===== src/rtl/frame_write_master_if.sv =====
// Pixel stream in / Avalon-style write port out for frame_write_master.
interface frame_write_master_if #(
  parameter int DATA_W = 16,
  parameter int ADDR_W = 23
);
  logic              pix_valid;
  logic              pix_sof;
  logic [DATA_W-1:0] pix_data;
  logic [ADDR_W-1:0] mem_address;
  logic [DATA_W-1:0] mem_writedata;
  logic              mem_write;
  logic              mem_waitrequest;

  // Writer side: consumes pixels, issues memory writes.
  modport master (
    input  pix_valid, pix_sof, pix_data, mem_waitrequest,
    output mem_address, mem_writedata, mem_write
  );

  // Camera + memory side.
  modport slave (
    output pix_valid, pix_sof, pix_data, mem_waitrequest,
    input  mem_address, mem_writedata, mem_write
  );
endinterface


===== src/rtl/frame_write_master.sv =====
// Writes one camera frame into [wrAddr, maxWr) through a small pixel FIFO.
module frame_write_master #(
  parameter int DATA_W     = 16,
  parameter int ADDR_W     = 23,
  parameter int FIFO_DEPTH = 8,
  parameter int ALMOST_GAP = 1
) (
  input  logic              clk,
  input  logic              reset,
  input  logic [ADDR_W-1:0] wrAddr,
  input  logic [ADDR_W-1:0] maxWr,
  frame_write_master_if.master bus,
  output logic              almostDoneWr,
  output logic              busy,
  output logic              overflow
);
  localparam int PTR_W = $clog2(FIFO_DEPTH);
  localparam logic [ADDR_W-1:0] GAP  = ADDR_W'(ALMOST_GAP);
  localparam logic [ADDR_W-1:0] ONE  = ADDR_W'(1);
  localparam logic [PTR_W:0]    FULL = (PTR_W+1)'(FIFO_DEPTH);

  typedef enum logic [1:0] {IDLE, FILL, DRAIN} state_t;
  state_t state, state_nx;

  logic [DATA_W-1:0] fifo [FIFO_DEPTH];
  logic [PTR_W-1:0]  rd_ptr, wr_ptr;
  logic [PTR_W:0]    count;
  logic [ADDR_W-1:0] base, len, acc_cnt, wr_cnt;
  logic [ADDR_W-1:0] start_len, fire_idx;
  logic              fired;
  logic              start, push, pop, drop, mem_wr, hit;
  logic              fifo_empty, fifo_full, last_pix;

  assign fifo_empty = (count == '0);
  assign fifo_full  = (count == FULL);
  assign start_len  = maxWr - wrAddr;
  assign start      = bus.pix_valid & bus.pix_sof & (maxWr > wrAddr);
  assign last_pix   = ((acc_cnt + ONE) == len);
  // Short regions (len < gap) report on their final write instead.
  assign fire_idx   = (len < GAP) ? (len - ONE) : (len - GAP);
  assign hit        = pop & ~fired & (wr_cnt == fire_idx);

  assign bus.mem_write     = mem_wr;
  assign bus.mem_address   = base + wr_cnt;
  assign bus.mem_writedata = fifo[rd_ptr];
  assign busy              = (state != IDLE);

  // State register.
  always_ff @(posedge clk) begin
    if (!reset) state <= IDLE;
    else        state <= state_nx;
  end

  // Next state, FIFO push/pop/drop and memory request.
  always_comb begin
    state_nx = state;
    push     = 1'b0;
    drop     = 1'b0;
    mem_wr   = (state != IDLE) & ~fifo_empty;
    pop      = mem_wr & ~bus.mem_waitrequest;
    unique case (state)
      IDLE: begin
        if (start) begin
          push     = 1'b1;
          state_nx = (start_len == ONE) ? DRAIN : FILL;
        end
      end
      FILL: begin
        if (bus.pix_valid) begin
          // A pop in the same cycle frees a slot, so full+pop still pushes.
          if (fifo_full & ~pop) drop = 1'b1;
          else                  push = 1'b1;
          if (last_pix) state_nx = DRAIN;
        end
      end
      DRAIN: begin
        if (fifo_empty || (count == (PTR_W+1)'(1) && pop)) state_nx = IDLE;
      end
      default: state_nx = IDLE;
    endcase
  end

  // FIFO storage; contents need no reset since count gates every read.
  always_ff @(posedge clk) begin
    if (push) fifo[wr_ptr] <= bus.pix_data;
  end

  // Pointers, counters, frame latch, pulse and sticky overflow.
  always_ff @(posedge clk) begin
    if (!reset) begin
      rd_ptr       <= '0;
      wr_ptr       <= '0;
      count        <= '0;
      base         <= '0;
      len          <= '0;
      acc_cnt      <= '0;
      wr_cnt       <= '0;
      fired        <= 1'b0;
      overflow     <= 1'b0;
      almostDoneWr <= 1'b0;
    end else begin
      almostDoneWr <= hit;
      if (hit)  fired    <= 1'b1;
      if (drop) overflow <= 1'b1;
      if (push) wr_ptr <= wr_ptr + 1'b1;
      if (pop) begin
        rd_ptr <= rd_ptr + 1'b1;
        wr_cnt <= wr_cnt + ONE;
      end
      if (push && !pop)      count <= count + 1'b1;
      else if (!push && pop) count <= count - 1'b1;
      if (state == IDLE && start) begin
        base    <= wrAddr;
        len     <= start_len;
        acc_cnt <= ONE;
        wr_cnt  <= '0;
        fired   <= 1'b0;
      end else if (state == FILL && bus.pix_valid) begin
        acc_cnt <= acc_cnt + ONE;
      end
    end
  end
endmodule


===== src/flat_wrapper.sv =====
// flat-port wrapper written by rule: the top's interface ports become plain ports
module frame_write_master_flat 
#(
  parameter int DATA_W     = 16,
  parameter int ADDR_W     = 23,
  parameter int FIFO_DEPTH = 8,
  parameter int ALMOST_GAP = 1
)
  (clk, reset, wrAddr, maxWr, almostDoneWr, busy, overflow, bus_pix_valid, bus_pix_sof, bus_pix_data, bus_mem_waitrequest, bus_mem_address, bus_mem_writedata, bus_mem_write);
  frame_write_master_if #(.DATA_W(DATA_W), .ADDR_W(ADDR_W)) bus_i ();
  input  logic clk;
  input  logic reset;
  input  logic [ADDR_W-1:0] wrAddr;
  input  logic [ADDR_W-1:0] maxWr;
  output logic almostDoneWr;
  output logic busy;
  output logic overflow;
  input wire logic [$bits(bus_i.pix_valid)-1:0] bus_pix_valid;
  input wire logic [$bits(bus_i.pix_sof)-1:0] bus_pix_sof;
  input wire logic [$bits(bus_i.pix_data)-1:0] bus_pix_data;
  input wire logic [$bits(bus_i.mem_waitrequest)-1:0] bus_mem_waitrequest;
  output wire logic [$bits(bus_i.mem_address)-1:0] bus_mem_address;
  output wire logic [$bits(bus_i.mem_writedata)-1:0] bus_mem_writedata;
  output wire logic [$bits(bus_i.mem_write)-1:0] bus_mem_write;
  assign bus_i.pix_valid = bus_pix_valid;
  assign bus_i.pix_sof = bus_pix_sof;
  assign bus_i.pix_data = bus_pix_data;
  assign bus_i.mem_waitrequest = bus_mem_waitrequest;
  assign bus_mem_address = bus_i.mem_address;
  assign bus_mem_writedata = bus_i.mem_writedata;
  assign bus_mem_write = bus_i.mem_write;
  frame_write_master #(.DATA_W(DATA_W), .ADDR_W(ADDR_W), .FIFO_DEPTH(FIFO_DEPTH), .ALMOST_GAP(ALMOST_GAP)) u_core (.clk(clk), .reset(reset), .wrAddr(wrAddr), .maxWr(maxWr), .bus(bus_i), .almostDoneWr(almostDoneWr), .busy(busy), .overflow(overflow));
endmodule

===== config.mk =====
export PLATFORM = sky130hd
export DESIGN_NAME = frame_write_master_flat
export DESIGN_NICKNAME = d
export VERILOG_FILES = /design/src/rtl/frame_write_master_if.sv /design/src/rtl/frame_write_master.sv /design/src/flat_wrapper.sv
export SDC_FILE = /design/constraint.sdc
export NUM_CORES = 1
export LEC_CHECK = 0
export BUFFER_PORTS_ARGS = -buffer_cell sky130_fd_sc_hd__buf_2
export CAP_MARGIN = 15
export CORE_AREA = 2 2 154 156
export DETAILED_ROUTE_END_ITERATION = 16
export DIE_AREA = 0 0 156 158
export HOLD_SLACK_MARGIN = 0.1
export PLACE_DENSITY = 0.79
export SLEW_MARGIN = 20
export SYNTH_ARGS = -nofsm -noshare
export SYNTH_HDL_FRONTEND = slang
export SYNTH_SLANG_ARGS = --single-unit

===== constraint.sdc =====
create_clock -name clk -period 8.63 [get_ports clk]
set_clock_uncertainty 0.15 [all_clocks]
set_input_delay 1.726 -clock clk [delete_from_list [all_inputs] [get_ports clk]]
set_output_delay 1.726 -clock clk [all_outputs]
set_load 0.01 [all_outputs]

==> results of run 1 <==
-- cells by family (layout without fill, tap and decap cells) --
kind of cell | count (synthesis) | count (layout) | synth area share
and+or+nand+nor | 449 | 449 | 0.170
AOI/OAI and AO/OA | 290 | 290 | 0.138
DFF | 238 | 238 | 0.445
xor gates and xnor gates | 131 | 131 | 0.0844
buffers and inverters | 122 | 222 | 0.0363
muxes | 58 | 58 | 0.0738
adders and majority gates | 56 | 56 | 0.0527
-- worst register-to-register path, cell delays in order, from the launching register on --
cell       delay (ns)
dfxtp_1          0.52
ha_1             0.34
nand4_1          0.30
nor4_2           0.54
nand3_1          0.12
a2111oi_0        0.49
nand4_1          0.18
a2111oi_2        0.31
and3_1           0.22
a21oi_1          0.07
a221oi_1         0.28
-- cell usage after synthesis (all sizes together), types with 12 or more instances --
cell type    n  area share
a21o        21       0.012
a21oi       85       0.032
a31oi       13      0.0064
and3        21      0.0098
buf         26      0.0097
clkbuf      44       0.012
dfxtp      110        0.16
edfxtp     128        0.28
ha          54       0.050
inv         52       0.014
mux2        17       0.014
mux4        32       0.053
nand2       58       0.016
nand3       79       0.029
nand4       30       0.014
nor2       121       0.033
nor2b       18      0.0083
nor3        44       0.016
nor4        12      0.0060
o21a        20       0.011
o21ai       72       0.027
xnor2       80       0.052
xor2        51       0.033
-- metrics by stage --
stage / worst slack (ns) / cells / hold slack, ns / instance area, µm²
6_report: 2.82 / 1734 / 0.301 / 15200
5_1_grt: 2.51 / 1734 / 0.317 / 15200
3_5_place_dp: 2.90 / 1687 / 0.291 / 14400
4_1_cts: 2.85 / 1733 / 0.302 / 15200
3_3_place_gp: 2.98 / 1687 / 0.288 / 14400
2_1_floorplan: 2.53 / 1344 / 0.276 / 13600
-- worst paths after layout --
kind | from | end | slack (ns)
setup / recovery | u_core.wr_cnt[6]$_SDFFE_PP0P_ | bus_mem_address[21] | 2.82
hold / removal | u_core.fired$_SDFFE_PP0P_ | u_core.fired$_SDFFE_PP0P_ | 0.30
setup reg to reg | u_core.acc_cnt[0]$_SDFFE_PN0P_ | u_core.state[1]$_SDFFE_PN0P_ | 5.01
hold reg to reg | u_core.fired$_SDFFE_PP0P_ | u_core.fired$_SDFFE_PP0P_ | 0.30
-- area by class of cell --
class                   count  area share
clock buffers              29      0.0427
clock inverters            17      0.0134
inverters                  52      0.0128
multi-input cells         984       0.467
flip-flops and latches    238       0.397
well taps                 290      0.0238
repair buffers            124      0.0434
-- flip-flops by register name, summed over array words and instances, names as in the netlist, named ones only --
name and count:
u_core.rd_ptr 3, u_core.fired 1, u_core.overflow 1, u_core.state 2
u_core.wr_ptr 3, u_core.base 23, u_core.count 4, u_core.acc_cnt 23
u_core.almostDoneWr 1, u_core.len 23, u_core.fifo 128, u_core.wr_cnt 23
-- routing by layer --
| metal | vias to the layer above | part of all wire | global-route usage |
|---|---|---|---|
| li1 | 5158 | - | - |
| met1 | 5305 | 0.41 | 0.347 |
| met2 | 376 | 0.50 | 0.493 |
| met3 | 87 | 0.061 | 0.0334 |
| met4 | 0 | 0.037 | 0.103 |
| met5 | - | 0 | 0 |
-- where the power goes --
part	internal [mW]	leakage [nW]	total [mW]	switching, mW
clock	0.664	0.416	1.12	0.453
sequential	1.21	2.04	1.24	0.0288
combinational	0.164	3.21	0.406	0.242
==> metrics, run 1 <==
kind of cell adding the most delay to the critical path compound AO/OA/AOI/OAI gates; Util after Layout 0.661; synth warn 0; pin count of the biggest net entering global routing 55; gpl congestion 0.920; Main synth FF type edfxtp_1; post-synth cell types 83; max frequency about 0.17 GHz; peak supply drop around 140 µV; Worst Path Arrival 3.94 ns; core area 23100 µm²; final WL around 34000 µm; CP Buf/Inv Count 1; Worst Max-Slew Pin Slew 1.02 ns; CP required 6.75 ns; syn_nets 1467; # hold bufs at CTS 0; Worst-Skew Late Latency 0.55 ns; die area 24600 µm²; Tcrit/Tclk final 0.673; CTS Buffer Depth 3; WS Path Type reg2out; chip height 158 µm; Clock Tree Root clkbuf_16; Post-DP HPWL between 20000 and 25000 µm; filler instances roughly 1800; slowest stage cell, crit path dfxtp_1; drc violations 0; RSZ-0062 raised after global routing no; Port Buffers around 110; Pre-Repair DR Iteration Count 5; via count 10926; pwr dens 181 nW/µm²; worst-path fanout max 7; # nets final 1548; Post-DRT Antenna Nets 0; most frequent CP cell o21ai_0; die width 156 µm; clock transition at the registers of the reported paths 0.06 ns; H-tree depth 1; Register-to-Register Path Depth 10; share of layout cells above drive strength 1 0.166; Starting DRT DRC Count 797; post-synthesis sequential element count 238; DR WL/cell 19.6 µm; area occupied by multi-input gates around 7100 µm²; Post-CTS Setup Inserts 0; PostCTS Resize Cnt 0; first-pass GRT wire length between 50000 and 60000 µm; # setup viols final 0; critical path cell sequence ha_1 -> a2111oi_0 -> o21ai_0 -> a41oi_1 -> o21ai_0 -> a41o_1 -> o41a_1 -> o311ai_0 -> buf_2; Area Overhead vs Synth 12.2%; syn_area_per_cell slightly above 10 µm²; cell count after synthesis 1344; EDFF count, synth 128; Post-synth ARST share 0; Static Leak 5.67 nW; vias per cell 6.30; slew margin rel. 0.321; vias in the first global route 10485; total global routing overflow 0; Clock Sinks 238; initial antenna violation count 0; Crit path depth 9; post-synthesis sequential area ratio 0.445; Hold Violations, Final 0; Largest stage delay, worst path 0.51 ns; Tmin final 5.81 ns; total CTS buffers 25; Seq. cell area approximately 6100 µm²; commonest non-fill, non-tap cell in the layout edfxtp_1; CTS tree yes; Initial Util 0.589; ant diodes 0; GRT Util Overall 0.277; Hold WC Path Type reg2reg; Mapped Area ~14000 µm²; # rows 56; Max-Cap Viols 0; status finished, final reports clean; max-slew violations 0; setup_tns 0 ns; hold path depth 2; most frequent cells in the layout 128 x edfxtp_1, 121 x nor2_1, 109 x buf_2; boundary pin count 110; Startpoint Class register; total power 2.76 mW; CP endpoint kind primary output
No activity file was read; power rests on OpenSTA's default activity.
==> run 2: changes to the inputs <==
--- a/config.mk
+++ b/config.mk
@@ -7,11 +7,11 @@
 export LEC_CHECK = 0
 export BUFFER_PORTS_ARGS = -buffer_cell sky130_fd_sc_hd__buf_2
 export CAP_MARGIN = 15
-export CORE_AREA = 2 2 154 156
+export CORE_AREA = 2 2 161 163
 export DETAILED_ROUTE_END_ITERATION = 16
-export DIE_AREA = 0 0 156 158
+export DIE_AREA = 0 0 163 165
 export HOLD_SLACK_MARGIN = 0.1
-export PLACE_DENSITY = 0.79
+export PLACE_DENSITY = 0.76
 export SLEW_MARGIN = 20
 export SYNTH_ARGS = -nofsm -noshare
 export SYNTH_HDL_FRONTEND = slang
==> constraint.sdc (replaced) <==
create_clock -name clk -period 4.8 [get_ports clk]
set_clock_uncertainty 0.15 [all_clocks]
set_input_delay 0.96 -clock clk [delete_from_list [all_inputs] [get_ports clk]]
set_output_delay 0.96 -clock clk [all_outputs]
set_load 0.01 [all_outputs]
==> run 2 against run 1 <==
Effect of this change: routed wire length rose by 1.1%; power rose by 77%; core utilization fell by 4.7 points; sequential share of layout area fell by 0.33 points; largest cell class unchanged.
==> metrics, run 2 (synthesis gave the netlist of run 1 again) <==
status finished, final reports clean; peak supply drop 255 µV (+87%); die width 163 µm (+4.5%); DP Area 14500 µm² (+0.85%); total power 4.88 mW (+77%); Biggest register u_core.fifo; RSZ-0062 raised after global routing no; total CTS buffers 25 (unchanged); min setup slack post-route 0.216 ns (-2.60 ns); Reg power frac 0.458 (+0.009); slowest stage cell, crit path ha_1; kind of cell adding the most delay to the critical path compound AO/OA/AOI/OAI gates; Tcrit/Tclk final 0.955; Tmin final 4.58 ns; # setup viols final 0 (unchanged); CP endpoint kind primary output; max frequency 0.218 GHz; commonest non-fill, non-tap cell in the layout edfxtp_1; total global routing overflow 0 (unchanged); max-slew violations 0 (unchanged); final WL 34300 µm (+1.1%); pin count of the biggest net entering global routing 55 (unchanged); post-placement cell count 1737 (+3.0%); clock power share 0.391 (-0.013); Register-to-Register Path Depth 11 (+1); Worst Max-Slew Pin Slew 1.02 ns (+0.00215 ns); Area Overhead vs Synth 13.2%; Pre-Repair DR Iteration Count 6 (+1); # rows 58 (+3.6%); slew margin rel. 0.321 (-0.000443); vias in the first global route 10318 (-1.6%); CTS tree yes; Util after Layout 0.614 (-0.0471); via count 10925 (-0.0092%); critical path cell sequence ha_1 -> a2111oi_0 -> o21ai_1 -> a41oi_2 -> o21ai_1 -> a41o_1 -> o41a_1 -> o311ai_1 -> buf_2; CP required 3.69 ns (-3.06 ns); H-tree depth 1 (unchanged); die area 26900 µm² (+9.1%); Layout Cells excl Fill 1785 (+2.9%); Comb pwr share 0.151 (+0.004); max reg flops 128 (unchanged); Clock Tree Root clkbuf_16; gpl congestion 0.940 (+2.2%); Worst-Skew Late Latency 0.54 ns (about the same); Post-DRT Antenna Nets 0 (unchanged); Crit path depth 9 (unchanged); Static Leak 5.73 nW (+1.0%); Largest stage delay, worst path 0.39 ns (-0.12 ns); hold path depth 2 (unchanged); most frequent cells in the layout 128 x edfxtp_1, 121 x nor2_1, 109 x buf_2; share of layout cells above drive strength 1 0.176 (+0.0107); boundary pin count 110 (unchanged); Startpoint Class register; Post-Layout Inst Area 15400 µm² (+0.87%); CTS Buffer Depth 3 (unchanged); Internal 3.58 mW (+76%); Worst Path Arrival 3.47 ns (-0.47 ns); worst-path fanout max 7 (unchanged); Starting DRT DRC Count 902 (+13%); filler instances 2077 (+16%); Seq. cell area 6050 µm² (about the same); # nets final 1558 (+0.65%); Port Buffers 109 (unchanged); initial antenna violation count 1 (+1); Clock Sinks 238 (unchanged); Post-DP HPWL 24500 µm (+1.9%); setup_tns 0 ns (unchanged); drc violations 0 (unchanged); clock transition at the registers of the reported paths 0.06 ns (about the same); Max-Cap Viols 0 (unchanged); CP Buf/Inv Count 1 (unchanged); most frequent CP cell o21ai_1; DR WL/cell 19.2 µm (-1.8%); first-pass GRT wire length 54300 µm (+0.69%); chip height 165 µm (+4.4%); pwr dens 317 nW/µm² (+75%); Initial Util 0.543 (-0.0467); Switching Share 0.266 (+0.00364); Sw Pwr 1.30 mW (+79%); area occupied by multi-input gates 7130 µm² (+0.18%); vias per cell 6.12 (-2.9%); Placement Setup Slack 0.303 ns (-2.60 ns); Post-CTS Setup Inserts 0 (unchanged); WS Path Type reg2out; core area 25000 µm² (+8.6%); Hold WS 0.304 ns (+0.00360 ns); Hold WC Path Type reg2reg; Hold Violations, Final 0 (unchanged); GRT Util Overall 0.255 (-0.0211)
==> run 2: power groups by stage <==
stage | combinational (mW) | sequential (mW) | clock, mW
after floorplan | 0.538 | 2.25 | 0
after global placement | 0.710 | 2.27 | 0
after detailed placement | 0.721 | 2.27 | 0
after CTS | 0.727 | 2.23 | 1.93
after global routing | 0.811 | 2.24 | 2.02
final | 0.737 | 2.23 | 1.91
==> run 2: worst reg2reg max path: cells and delay by family (launching register included) <==
family / cells / cell delay (ns)
AO/OA/AOI/OAI: 2 / 0.55
flip-flops: 1 / 0.43
adder cells (fa/ha/maj): 1 / 0.25
buffers and inverters: 4 / 0.76
AND/OR/NAND/NOR: 4 / 1.06
==> run 2: metal layers <==
| layer | up-vias | global-route usage | wire length (µm) |
|---|---|---|---|
| met4 | 0 | 0.0531 | 514 |
| met1 | 5298 | 0.356 | 15000 |
| met3 | 45 | 0.0306 | 2320 |
| li1 | 5194 | - | - |
| met5 | - | 0 | 0 |
| met2 | 388 | 0.432 | 16500 |
==> run 2: what timing repair did <==
action                                 CTS  global route
resized for setup                        3             5
setup endpoints to repair                1             3
gates cloned                             0             0
endpoints found under the hold margin    0             0
hold buffers                             0             0
==> run 2: cell type report <==
class                      count  share of cell area
multi-input combinational    984               0.464
tap                          330              0.0268
clock buffer                  36              0.0486
clock inverter                 9             0.00513
timing repair buffer         134              0.0490
sequential                   238               0.394
inverter                      52              0.0127
antenna                        2            0.000325
==> run 2: path summary, 6_finish.rpt <==
path,start,endpoint,slack [ns]
setup / recovery,u_core.wr_cnt[6]$_SDFFE_PP0P_,bus_mem_address[21],0.22
hold / removal,u_core.fired$_SDFFE_PP0P_,u_core.fired$_SDFFE_PP0P_,0.30
hold reg to reg,u_core.fired$_SDFFE_PP0P_,u_core.fired$_SDFFE_PP0P_,0.30
setup reg to reg,u_core.count[0]$_SDFFE_PN0P_,u_core.fifo[5][15]$_DFFE_PP_,1.26
==> run 3: changes to the inputs <==
--- a/config.mk
+++ b/config.mk
@@ -5,11 +5,12 @@
 export SDC_FILE = /design/constraint.sdc
 export NUM_CORES = 1
 export LEC_CHECK = 0
+export ABC_AREA = 1
 export BUFFER_PORTS_ARGS = -buffer_cell sky130_fd_sc_hd__buf_2
 export CAP_MARGIN = 15
-export CORE_AREA = 2 2 161 163
+export CORE_AREA = 2 2 164 166
 export DETAILED_ROUTE_END_ITERATION = 16
-export DIE_AREA = 0 0 163 165
+export DIE_AREA = 0 0 166 168
 export HOLD_SLACK_MARGIN = 0.1
 export PLACE_DENSITY = 0.76
 export SLEW_MARGIN = 20
==> run 3 against run 2 <==
Effect of this change: critical path depth increased by 7; sequential share of layout area decreased by 1.2 points; register-to-register slack improved by 0.59 ns; sequential cell count unchanged; critical path type unchanged; largest cell class unchanged; highest routed layer unchanged.
==> metrics, run 3 <==
# setup viols final 0 (unchanged); most frequent cells in the layout 371 x nand2_1, 278 x nor2_1, 200 x inv_1; Port Buffers 109 (unchanged); vias in the first global route 11680 (+13%); total CTS buffers 26 (+4.0%); Internal 3.97 mW (+11%); Synth Area in Adders 0.0506 (-0.00210); Main synth FF type edfxtp_1; Hold WC Path Type reg2reg; Max-Cap Viols 0 (unchanged); initial antenna violation count 0 (-1); Post-CTS Setup Inserts 0 (unchanged); Post-DP HPWL 28500 µm (+16%); synth warn 0 (unchanged); Comb pwr share 0.262 (+0.111); final WL 38300 µm (+12%); post-synthesis mux area share 0 (-0.0738); # nets final 2058 (+32%); max reg flops 128 (unchanged); CTS tree yes; top-count cell post-synth nand2_1; Post-synth ARST share 0 (unchanged); worst-path fanout max 5 (-2); post-synth cell types 51 (-39%); Sw Pwr 2.00 mW (+54%); Tmin final 4.46 ns (-0.128 ns); Hold EP u_core.overflow$_SDFFE_PN0P_; CP endpoint kind primary output; slew margin rel. 0.297 (-0.0238); most common library cells after synthesis 371 x nand2_1, 278 x nor2_1, 203 x inv_1; RSZ-0062 raised after global routing no; filler instances 2303 (+11%); Synth area leaders edfxtp_1 27%, dfxtp_1 16%, nand2_1 9.8%; Starting DRT DRC Count 1082 (+20%); Startpoint Class register; Initial Util 0.537 (-0.00564); CP required 3.69 ns (about the same); area occupied by multi-input gates 7040 µm² (-1.3%); hold path depth 1 (-1); Post-Layout Inst Area 15800 µm² (+3.0%); DR WL/cell 16.7 µm (-13%); cell taking the most area after synthesis edfxtp_1; pin count of the biggest net entering global routing 68 (+24%); worst r2r src u_core.count[0]$_SDFFE_PN0P_; PostCTS Resize Cnt 0 (-3); Hold Violations, Final 0 (unchanged); share of layout cells above drive strength 1 0.120 (-0.0565); Area Overhead vs Synth 12.0%; worst hold start u_core.overflow$_SDFFE_PN0P_; die width 166 µm (+1.8%); simple-gate share of the synthesized area 0.257 (+0.0869); syn_nets 1952 (+33%); clock power share 0.331 (-0.060); Pre-Repair DR Iteration Count 5 (-1); CTS Buffer Depth 3 (unchanged); setup_tns 0 ns (unchanged); H-tree depth 1 (unchanged); WS Path Type reg2out; slack of the worst reg-to-reg path 1.85 ns (+0.59 ns); core area 26400 µm² (+5.2%); chip height 168 µm (+1.8%); vias per cell 5.57 (-9.0%); max frequency 0.224 GHz (+2.9%); post-synthesis sequential area ratio 0.427 (-0.0177); peak supply drop 328 µV (+29%); EDFF count, synth 128 (unchanged); post-synthesis sequential element count 238 (unchanged); Mapped Area 14200 µm² (+4.2%); cell count after synthesis 1829 (+36%); ant diodes 0 (-2); first-pass GRT wire length 60300 µm (+11%); Tcrit/Tclk final 0.928 (-0.0267); met2 usage 0.444 (+0.0120); max-slew violations 0 (unchanged); Static Leak 6.81 nW (+19%); Post-DRT Antenna Nets 0 (unchanged); area share of the largest cell type after synthesis 0.272 (-0.0113); total global routing overflow 0 (unchanged); drc violations 0 (unchanged); # hold bufs at CTS 0 (unchanged); clock transition at the registers of the reported paths 0.06 ns (about the same); Biggest register u_core.fifo; # rows 60 (+3.4%); via count 12782 (+17%); Switching Share 0.335 (+0.0694); post-synthesis compound-gate area fraction 0.135 (-0.00276); Worst Path Arrival 3.35 ns (-0.12 ns); DP Area 15000 µm² (+3.5%); Worst-Skew Late Latency 0.54 ns (about the same); GR Layer Usage met3 0.0320 (+0.00133); Worst Max-Slew Pin Slew 1.05 ns (+0.0292 ns); pwr dens 377 nW/µm² (+19%); reg2reg end u_core.fifo[4][3]$_DFFE_PP_; boundary pin count 110 (unchanged); syn_area_per_cell 7.74 µm² (-23%); die area 27900 µm² (+3.7%); GRT Util Overall 0.265 (+0.00965); Clock Sinks 238 (unchanged); gpl congestion 0.983 (+4.6%); Clock Tree Root clkbuf_16; Reg power frac 0.407 (-0.051); Register-to-Register Path Depth 11 (unchanged); commonest non-fill, non-tap cell in the layout nand2_1; largest family of logic cells by synthesized area simple AND/OR/NAND/NOR gates; status finished, final reports clean; Seq. cell area 6050 µm² (about the same); post-synthesis xor/xnor area fraction 0.0552 (-0.0293); M1 GR Usage 0.365 (+0.00906); most used routing layer met2
run 3: cell count changes after synthesis, moves of 19 or more:
cell | before | now
nand2_1 | 58 | 371
nor2_1 | 121 | 278
inv_1 | 51 | 203
o21ai_0 | 66 | 132
xnor2_1 | 80 | 26
mux4_2 | 32 | 0
nor3_1 | 44 | 14
nand3_1 | 79 | 106
and3_1 | 20 | 0
a21oi_1 | 84 | 103
a21oi_2 | 1 | 20
run 3: through the flow:
step                      worst slack (ns)  utilization  total power, mW  instances  hold slack [ns]
after floorplan                       1.06            -             3.56       1829            0.283
after global placement               0.968        0.570             3.97       2248            0.293
final                                0.344        0.601             5.97       2296            0.322
after CTS                            0.370        0.601             5.97       2296            0.323
after global routing                0.0409        0.601             6.27       2296            0.356
after detailed placement             0.876        0.570             4.01       2248            0.311
run 3: worst max-delay path by stage:
stage,slack (ns),to,from
after floorplan,1.06,u_core.fifo[4][0]$_DFFE_PP_,wrAddr[2]
after global placement,0.97,bus_mem_address[20],u_core.wr_cnt[0]$_SDFFE_PP0P_
after detailed placement,0.88,u_core.fifo[4][4]$_DFFE_PP_,wrAddr[2]
after CTS,0.37,bus_mem_address[20],u_core.wr_cnt[0]$_SDFFE_PP0P_
after global routing,0.04,bus_mem_address[20],u_core.wr_cnt[0]$_SDFFE_PP0P_
final,0.34,bus_mem_address[20],u_core.wr_cnt[0]$_SDFFE_PP0P_
run 3: area by class of cell:
cell class	count	area share
Multi-Input combinational cell	1329	0.445
Sequential cell	238	0.382
Inverter	211	0.0503
Clock buffer	36	0.0447
Timing Repair Buffer	129	0.0439
Tap cell	341	0.0269
Clock inverter	12	0.00798
run 3: metal layers:
metal	vias up	share of wire	wire length [µm]
li1	6301	-	-
met1	5904	0.43	16600
met2	498	0.47	18000
met3	79	0.070	2670
met4	0	0.027	1030
met5	-	0	0
run 3: power groups by stage:
| stage | registers, mW | logic, mW | clock network (mW) |
|---|---|---|---|
| after floorplan | 2.41 | 1.15 | 0 |
| after global placement | 2.46 | 1.51 | 0 |
| after detailed placement | 2.47 | 1.54 | 0 |
| after CTS | 2.42 | 1.55 | 2.00 |
| after global routing | 2.44 | 1.75 | 2.08 |
| final | 2.43 | 1.57 | 1.98 |
run 3: cell families (layout without fill, tap and decap cells):
| family | Yosys count | after routing |
|---|---|---|
| XOR/XNOR | 86 | 86 |
| AO/OA/AOI/OAI | 337 | 337 |
| flip-flops | 238 | 238 |
| AND/OR/NAND/NOR | 850 | 850 |
| adder cells (fa/ha/maj) | 56 | 56 |
| buffers and inverters | 262 | 388 |
run 3: worst max-delay path, stage by stage (launching register included):
cell and delay (ns):
dfxtp_1 0.42, ha_1 0.22, inv_1 0.06, fa_1 0.39, nand3b_1 0.17, nand2_1 0.16, inv_1 0.06, o21ai_1 0.18
a21oi_1 0.14, o21ai_1 0.25, a21oi_1 0.15, o21ai_1 0.21, nand2_1 0.10, nand2_1 0.07, nand2_1 0.05, nand2_1 0.05
buf_2 0.12
